$ cat src/rtl/pellet_map_pkg.sv
// Shared definitions for the pellet map: geometry, FSM encoding, power-up cells
// and the layout constants that the ROM and the pellet total are built from.
package pellet_map_pkg;

  localparam int MAP_W = 32;
  localparam int MAP_H = 32;
  localparam int CNT_W = 10;

  typedef enum logic [1:0] {
    ST_FILL  = 2'd0,
    ST_READY = 2'd1,
    ST_CLEAR = 2'd2
  } state_t;

  localparam logic [4:0] PWR_X0 = 5'd2;
  localparam logic [4:0] PWR_X1 = 5'd27;
  localparam logic [4:0] PWR_Y0 = 5'd4;
  localparam logic [4:0] PWR_Y1 = 5'd24;

  // Rows 4,8,..,28 are open corridors (columns 1..30); the other inner rows
  // only carry pellets in the side lanes (columns 1, 2, 27, 30).
  localparam logic [MAP_W-1:0] ROW_FULL  = 32'h7FFF_FFFE;
  localparam logic [MAP_W-1:0] ROW_SIDE  = 32'h4800_0006;
  localparam int               FULL_ROWS = 7;
  localparam int               SIDE_ROWS = 23;

  function automatic logic [5:0] popcount(input logic [MAP_W-1:0] v);
    logic [5:0] c;
    c = '0;
    for (int i = 0; i < MAP_W; i++) c = c + 6'(v[i]);
    return c;
  endfunction

  localparam int PELLET_TOTAL = FULL_ROWS * int'(popcount(ROW_FULL)) +
                                SIDE_ROWS * int'(popcount(ROW_SIDE));

endpackage

$ cat src/rtl/pellet_layout_rom.sv
// Combinational maze layout: one 32-bit pellet mask per row; the border rows
// (0 and 31) and border columns (0 and 31) are outside the maze and always 0.
module pellet_layout_rom
  import pellet_map_pkg::*;
(
  input  logic [4:0]       row,
  output logic [MAP_W-1:0] mask
);

  always_comb begin
    // NOTE: default assigned first so every path drives mask and no latch is inferred.
    mask = '0;
    if (row != 5'd0 && row != 5'd31) begin
      mask = (row[1:0] == 2'b00) ? ROW_FULL : ROW_SIDE;
    end
  end

endmodule

$ cat src/rtl/pellet_map.sv
// Pellet bitmap for the maze: loads the layout, serves renderer reads, handles
// eat requests and tracks pellets left. PELLET_AUTO_REFILL_EN: CLEAR goes straight to FILL.
module pellet_map
  import pellet_map_pkg::*;
(
  input  logic             clk,
  input  logic             reset,
  input  logic [4:0]       xout,
  input  logic [4:0]       yout,
  output logic             din,
  input  logic             eat_req,
  input  logic [4:0]       eat_x,
  input  logic [4:0]       eat_y,
  output logic             eat_ack,
  output logic             eat_hit,
  output logic             eat_power,
  input  logic             refill_req,
  output logic             busy,
  output logic [CNT_W-1:0] pellets_left,
  output logic             level_clear
);

  state_t           state, state_next;
  logic [4:0]       row_ptr;
  logic [MAP_W-1:0] rom_row;
  logic [MAP_W-1:0] map [MAP_H];

  logic eat_go;
  logic eat_hit_now;
  logic eat_power_now;

  pellet_layout_rom u_rom (
    .row  (row_ptr),
    .mask (rom_row)
  );

  // The cycle right after an ack is never accepted, so a held request is
  // served at most once every two cycles.
  assign eat_go        = (state == ST_READY) && eat_req && !eat_ack && !refill_req;
  assign eat_hit_now   = eat_go && map[eat_y][eat_x];
  assign eat_power_now = eat_hit_now &&
                         (eat_x == PWR_X0 || eat_x == PWR_X1) &&
                         (eat_y == PWR_Y0 || eat_y == PWR_Y1);

  assign busy        = (state == ST_FILL);
  assign level_clear = (state == ST_CLEAR);

  always_ff @(posedge clk or posedge reset) begin
    if (reset) state <= ST_FILL;
    else       state <= state_next;
  end

  always_comb begin
    state_next = state;
    if (refill_req) begin
      state_next = ST_FILL;
    end else begin
      case (state)
        ST_FILL:  if (row_ptr == 5'(MAP_H - 1)) state_next = ST_READY;
        ST_READY: if (eat_hit_now && pellets_left == CNT_W'(1)) state_next = ST_CLEAR;
`ifdef PELLET_AUTO_REFILL_EN
        ST_CLEAR: state_next = ST_FILL;
`else
        ST_CLEAR: state_next = ST_READY;
`endif
        default:  state_next = ST_FILL;
      endcase
    end
  end

  always_ff @(posedge clk or posedge reset) begin
    if (reset) begin
      row_ptr      <= '0;
      pellets_left <= '0;
      din          <= 1'b0;
      eat_ack      <= 1'b0;
      eat_hit      <= 1'b0;
      eat_power    <= 1'b0;
    end else begin
      // NOTE: non-blocking assignments, so every read below sees pre-edge state
      // (a renderer read of a cell being eaten returns the old bit).
      eat_ack   <= eat_go;
      eat_hit   <= eat_hit_now;
      eat_power <= eat_power_now;
      din       <= (state_next == ST_FILL) ? 1'b0 : map[yout][xout];

      if (state == ST_FILL && state_next == ST_FILL && !refill_req) row_ptr <= row_ptr + 5'd1;
      else                                                         row_ptr <= '0;

      if (refill_req)             pellets_left <= '0;
      else if (state == ST_FILL)  pellets_left <= pellets_left + {4'b0, popcount(rom_row)};
      else if (eat_hit_now)       pellets_left <= pellets_left - CNT_W'(1);
    end
  end

  // NOTE: the map has no reset; its contents are meaningless until FILL rewrites every row.
  always_ff @(posedge clk) begin
    if (state == ST_FILL)  map[row_ptr] <= rom_row;
    else if (eat_hit_now)  map[eat_y][eat_x] <= 1'b0;
  end

endmodule

$ cat config.mk
export PLATFORM = sky130hd
export DESIGN_NAME = pellet_map
export DESIGN_NICKNAME = d
export VERILOG_FILES = /design/src/rtl/pellet_map_pkg.sv /design/src/rtl/pellet_layout_rom.sv /design/src/rtl/pellet_map.sv
export SDC_FILE = /design/constraint.sdc
export NUM_CORES = 2
export LEC_CHECK = 0
export BUFFER_PORTS_ARGS = -buffer_cell sky130_fd_sc_hd__buf_2
export CAP_MARGIN = 40
export CORE_ASPECT_RATIO = 1.4
export CORE_MARGIN = 8
export CORE_UTILIZATION = 50
export DETAILED_ROUTE_END_ITERATION = 7
export PLACE_DENSITY = 0.65
export SYNTH_ARGS = -nofsm -noshare
export SYNTH_HDL_FRONTEND = slang
export SYNTH_HIERARCHICAL = 1
export SYNTH_SLANG_ARGS = --single-unit
$ cat constraint.sdc
create_clock -name clk -period 9 [get_ports clk]
set_input_delay 0.9 -clock clk [delete_from_list [all_inputs] [get_ports clk]]
set_output_delay 0.9 -clock clk [all_outputs]
set_load 0.005 [all_outputs]
# [Word-level counts from Yosys, hierarchy flattened]
# Memory sizes are Yosys's and may differ from the RTL's.
# Index checks and enable logic that the tools add are counted.
[classes] mux=25 order_cmp=3 eq_ne=9 addsub=34 reduce_logical=21
[op_table] cell="$add A6 B1 Y6" count=26
[op_table] cell="$mux W32" count=4
[op_table] cell="$reduce_or A32 Y1" count=1
[op_table] cell="$mux W10" count=3
[op_table] cell="$mux W30" count=1
[op_table] cell="$eq A5 B5 Y1 const B" count=3
[op_table] cell="$lt A5 B6 Y1 const B" count=2
[op_table] cell="$logic_and A1 B1 Y1" count=11
[op_table] cell="$add A10 B6 Y10" count=1
[op_table] cell="$bmux W1 S5" count=2
[op_table] cell="$eq A10 B1 Y1 const B" count=1
[op_table] cell="$mux W5" count=2
[op_table] cell="$sub A10 B1 Y10 const B" count=1
[op_table] cell="$mux W1" count=8
[op_table] cell="$add A5 B1 Y6" count=1
[op_table] cell="$logic_not A2 Y1" count=3
[op_table] cell="$mux W2" count=3
[op_table] cell="$pmux W2 S3" count=1
[op_table] cell="$add A4 B1 Y5" count=1
[op_table] cell="$add A5 B1 Y5 const B" count=1
[op_table] cell="$demux W1 S5" count=1
[op_table] cell="$eq A5 B2 Y1 const B" count=1
[op_table] cell="$eq A5 B3 Y1 const B" count=1
[op_table] cell="$ge A5 B1 Y1 const B" count=1
[op_table] cell="10 further kinds" count=12
[totals] out_inout_bits=16 ff_bits=21 mem_bits_rw=1024 memories=1
[mem_list] name="map" depth=32 width=32 read_ports=2 rd_ports_with_merged_regs=0 write_ports=1 line_no="pellet_map.sv:26" rtl="logic [MAP_W-1:0] map [MAP_H];"

# [Longest topological paths before layout]
[depth] word_depth=37 ltp_mapped=23 ltp_nobuf=22

# [Modules after synthesis]
# Netlist, hierarchy kept.
[by_module_without_submodules] module="pellet_map" seq_area_each_um2=31275.0 area_per_inst_um2=57338.7 n_inst=1 cells_each=3915
[by_module_without_submodules] module="pellet_layout_rom" seq_area_each_um2=0.0 area_per_inst_um2=266.5 n_inst=1 cells_each=36

# [Least setup slack after synthesis]
# No wires, ideal clock.
[synth_timing] path_kind="register -> register" startpoint="register row_ptr[0]" endpoint="register pellets_left[9]" slack_ns=1.929 stages_incl_launch_ff=21 path_buffers=1 t_arrival_ns=6.947 setup_time_ns=0.125 required_time_ns=8.875 cell_sequence="dfrtp_1 -> nor3_1 -> buf_4 -> inv_1 -> fa_1 -> fa_1 -> fa_1 -> fa_1 -> fa_1 -> fa_1 -> fa_1 -> nor2b_1 -> o21ai_0 -> a21boi_0 -> o21ai_0 -> a21boi_0 -> o21ai_0 -> a21oi_1 -> nand3_1 -> o21ai_0 -> mux2_2"
[synth_between] word_cells_on_any_way=40 cone_classes="add/sub: 32; eq/ne: 1; mux: 4; reduce/logical: 3"
[synth_rtl] element="start: declaration" line_no="pellet_map.sv:24" rtl="logic [4:0] row_ptr;"
[synth_rtl] element="start signal: assignment" line_no="pellet_map.sv:87" rtl="if (state == ST_FILL && state_next == ST_FILL && !refill_req) row_ptr <= row_ptr + 5'd1;"
[synth_rtl] element="$ne A5 B5 Y1 (tied with other cells)" line_no="pellet_layout_rom.sv:13" rtl="if (row != 5'd0 && row != 5'd31) begin"
[synth_rtl] element="$logic_and A1 B1 Y1 or $mux W30 (tied branches)" line_no="pellet_layout_rom.sv:13, pellet_layout_rom.sv:14"
[synth_rtl] element="$mux W32 *" line_no="pellet_layout_rom.sv:13"
[synth_rtl] element="via rom_row[3]" line_no="pellet_map.sv:25" rtl="logic [MAP_W-1:0] rom_row;"
[synth_rtl] element="$add A3 B1 Y4 *" line_no="pellet_map_pkg.sv:30" rtl="for (int i = 0; i < MAP_W; i++) c = c + 6'(v[i]);"
[synth_rtl] element="$add A4 B1 Y5 *" line_no="pellet_map_pkg.sv:30"
[synth_rtl] element="$add A5 B1 Y6 *" line_no="pellet_map_pkg.sv:30"
[synth_rtl] element="$add A6 B1 Y6 * (26 in series)" line_no="pellet_map_pkg.sv:30"
[synth_rtl] element="$add A10 B6 Y10 *" line_no="pellet_map.sv:91" rtl="else if (state == ST_FILL) pellets_left <= pellets_left + {4'b0, popcount(rom_row)};"
[synth_rtl] element="$mux W10 *" line_no="pellet_map.sv:91"
[synth_rtl] element="$mux W10 *" line_no="pellet_map.sv:90" rtl="if (refill_req) pellets_left <= '0;"
[synth_rtl] element="end signal: assignment" line_no="pellet_map.sv:91"
[synth_rtl] element="end signal: assignment" line_no="pellet_map.sv:92" rtl="else if (eat_hit_now) pellets_left <= pellets_left - CNT_W'(1);"
[synth_rtl] element="end: declaration" line_no="pellet_map.sv:19" rtl="output logic [CNT_W-1:0] pellets_left,"
# Mark *: on every way through the listed nets, which the timed path passes. The rest lies on a longest branch.
# A chain may end at the register's enable or synchronous reset.

# [Worst setup path in the final report]
[layout_timing] startpoint="register row_ptr[2]" endpoint="register pellets_left[9]"
[layout_between] word_cells_on_any_way=38 cone_classes="add/sub: 32; eq/ne: 1; mux: 3; reduce/logical: 2"
[layout_rtl] element="$ne A5 B5 Y1 or $reduce_bool A5 Y1 (tied branches)" line_no="pellet_layout_rom.sv:13"
[layout_rtl] element="$logic_and A1 B1 Y1 *" line_no="pellet_layout_rom.sv:13"
[layout_rtl] element="$mux W32 *" line_no="pellet_layout_rom.sv:13"
[layout_rtl] element="via rom_row[3]" line_no="pellet_map.sv:25"
[layout_rtl] element="$add A3 B1 Y4 *" line_no="pellet_map_pkg.sv:30"
[layout_rtl] element="$add A4 B1 Y5 *" line_no="pellet_map_pkg.sv:30"
[layout_rtl] element="$add A5 B1 Y6 *" line_no="pellet_map_pkg.sv:30"
[layout_rtl] element="$add A6 B1 Y6 * (26 in series)" line_no="pellet_map_pkg.sv:30"
[layout_rtl] element="$add A10 B6 Y10 *" line_no="pellet_map.sv:91"
[layout_rtl] element="$mux W10 *" line_no="pellet_map.sv:91"
[layout_rtl] element="$mux W10 *" line_no="pellet_map.sv:90"
# Marked as above.

==> metrics.cfg <==
[clock_network]
htree_levels=3
postCtsHoldBufs=0
clk_pin_slew_ps=70
clock-sinks=1045
cts_resized=0
cts-buffers-inserted=101
cts_tree=yes
clock_latency_ps=730
root_buffer=clkbuf_16
cts_setup_buffers=0
clock_path_buffers=3

[setup_path]
cp_max_fo=20
critPathCaptureType=flop
required_ps=9610
cp_slowest_cell=nor3_2
cp-start-kind=flop
cp_cell_sequence=nor3_1 > nor3_2 > buf_4 > inv_1 > fa_1 > fa_1 > fa_1 > fa_1 > fa_1 > fa_1 > fa_1 > nor2b_1 > o21ai_0 > a21boi_0 > o21ai_0 > a21boi_0 > o21ai_0 > a21oi_1 > nand3_1 > o21ai_0 > mux2_2
worst-path-buf-inv=2
r2r_slack_ps=1940
cpPeakStageDelay_ps=620
cpMostUsedCell=fa_1
worstPathArrival_ps=7670
critPathTopFamily=adder cells
critPathKind=flop to flop

[synthesis]
synth_edf_count=1024
synth_area_leader_cell=edfxtp_1
yosysSeqAreaShare_pct=54.29
postSynthAreaPerCell_um2=14.58
synth_top_cell_area_share_pct=53.38
yosys_warnings=6
ys_ff_latch=1045
synth_cells=3951
yosys-top-cells-area=edfxtp_1, mux4_2, a21oi_1
syn-cell-area_mm2=0.05761
synthArstFlopShare_pct=2.010
synth_ff_type=edfxtp_1
synth_cell_types=75

[routing]
postRouteAntennaNets=0
avgViaCountPerCell=7.115
num_vias=38222
wl_um=191800
drc=0
routedWlPerCell_um=35.70
drtIter0Drc=4938
drtPass1Iterations=6

[cells_and_area]
final_cell_mix=edfxtp_1, mux4_2, nor2_1
layout-drive-gt1-share_pct=26.57
final_common_cell=edfxtp_1
fillers=9220
synthToLayoutAreaGrowth_pct=9.461
final_nets=3863

[global_routing]
overflow=0
grt_use_met2_pct=48.62
grt_pass1_vias=38474
antenna_found_initial=14
grt_max_degree=210
use_met1_pct=36.47
grtUsageTotal_pct=30.14
gr-usage-met3_pct=6.190
grt_pass1_wl_um=273100
grt.busiest_layer=met2

[timing]
slew_violations=33
finalHoldViolCount=0
setup_tns_ps=0
post-route-min-period_ps=7060
max_freq_mhz=141.6
setup_violations=0
fin_ws_ps=1940
finalCritPeriodShare_pct=78.44
rsz0062_at_grt=false
max_slew_margin_pct=-23.85
worstMarginPinSlew_ps=1851
worst_clock_skew_ps=37.77

[job]
drv_cap=0

[floorplanning]
die_area_mm2=0.1265
start_util_pct=50.27
rows=147
io_pins=40
core_mm2=0.1146
die_height_um=417.6
die_x_um=302.9

[place]
detailedPlace.worstSlack_ps=2037
dp_hpwl_um=118700
port_buffers=39
globalplace.congestion=0.9174

[power_and_ir_drop]
peakVddDrop_mv=0.1453
leakage_uw=0.02203
cellPowerDensity_mw_per_mm2=177.2

[run_status]
status=finished with violations
violations=max-slew violations

[hold_path]
hold_path_class=input port to asynchronous set/reset pin

worst register-to-register path, cell delays in order (launching register included):
cell      delay, ps
dfrtp_1         510
nor3_1          150
nor3_2          620
buf_4           420
inv_1           130
fa_1            500
fa_1            550
fa_1            440
fa_1            500
fa_1            510
fa_1            430
fa_1            420
nor2b_1         120
o21ai_0         100
a21boi_0        280
o21ai_0         140
a21boi_0        170
o21ai_0          90
a21oi_1         290
nand3_1         120
o21ai_0         100
mux2_2          350
synth_stat cells (18+ instances only):
| cell type | number |
|---|---|
| edfxtp_1 | 1024 |
| mux4_2 | 544 |
| nor2_1 | 456 |
| a21oi_1 | 419 |
| clkbuf_1 | 217 |
| o21a_1 | 182 |
| mux2i_1 | 146 |
| buf_2 | 143 |
| and2_1 | 108 |
| buf_4 | 56 |
| nand2_1 | 53 |
| inv_1 | 52 |
| mux2_2 | 46 |
| buf_1 | 43 |
| a22oi_1 | 39 |
| o221ai_1 | 31 |
| fa_1 | 26 |
| nor2b_1 | 23 |
| o21ai_0 | 23 |
| dfrtp_1 | 21 |
| nand3_1 | 20 |
| ha_1 | 19 |
| nor3_1 | 19 |
| or3_1 | 19 |
| a211o_1 | 18 |
| a211oi_1 | 18 |
through the flow:
step / total power (uW) / instance area, um2 / hold slack (ps) / cells / util [%]
global route: 11450 / 63030 / 84.11 / 5363 / 55.01
CTS: 11170 / 63020 / 55.88 / 5361 / 55.00
floorplan: 6556 / 57610 / 451.6 / 3952 / -
detailed placement: 7047 / 59900 / 580.5 / 5179 / 52.27
global placement: 7013 / 59000 / 578.2 / 5130 / 51.49
finish: 11170 / 63060 / 72.15 / 5372 / 55.03
cell families after synthesis:
| family | Yosys count | synth area share [%] |
|---|---|---|
| AO/OA/AOI/OAI | 833 | 9.240 |
| buffers and inverters | 530 | 4.351 |
| flip-flops | 1045 | 54.29 |
| other | 1 | 0.006510 |
| AND/OR/NAND/NOR | 754 | 5.984 |
| XOR/XNOR | 7 | 0.1064 |
| multiplexers | 736 | 24.70 |
| adder cells (fa/ha/maj) | 45 | 1.316 |
per-layer routing:
layer	share of wire (%)	wire (um)	vias up
li1	-	-	15289
met1	33	63630	19736
met2	48	92650	2513
met3	10	20030	678
met4	8.1	15450	6
met5	0.022	43	-
state kept, by name (all words and copies together) (netlist names):
register and flops:
din 1, eat_ack 1, eat_hit 1, eat_power 1
map 1024, pellets_left 10, row_ptr 5, state 2
power by group:
group	internal, uW	switching [uW]	total [uW]
Clock	2300	1900	4200
Combinational	631	869	1500
Sequential	5440	42.1	5480
final cells by class:
| class | instances | area (um2) | area share [%] |
|---|---|---|---|
| multi-input combinational | 2377 | 24350 | 38.62 |
| timing repair buffer | 215 | 2215 | 3.512 |
| antenna | 9 | 22.52 | 0.03572 |
| clock buffer | 131 | 2683 | 4.254 |
| tap | 1490 | 1864 | 2.957 |
| clock inverter | 51 | 439.2 | 0.6965 |
| sequential | 1045 | 31280 | 49.60 |
| inverter | 54 | 207.7 | 0.3294 |
worst paths after layout:
path	start	depth (start not counted)	end
setup / recovery	row_ptr[2]	21	pellets_left[9]
hold / removal	reset	2	din
setup reg to reg	row_ptr[2]	21	pellets_left[9]
hold reg to reg	pellets_left[9]	3	state[1]
max in group asynchronous	reset	3	pellets_left[6]
min in group clk	pellets_left[9]	3	state[1]
(Power assumes the default switching activity.)
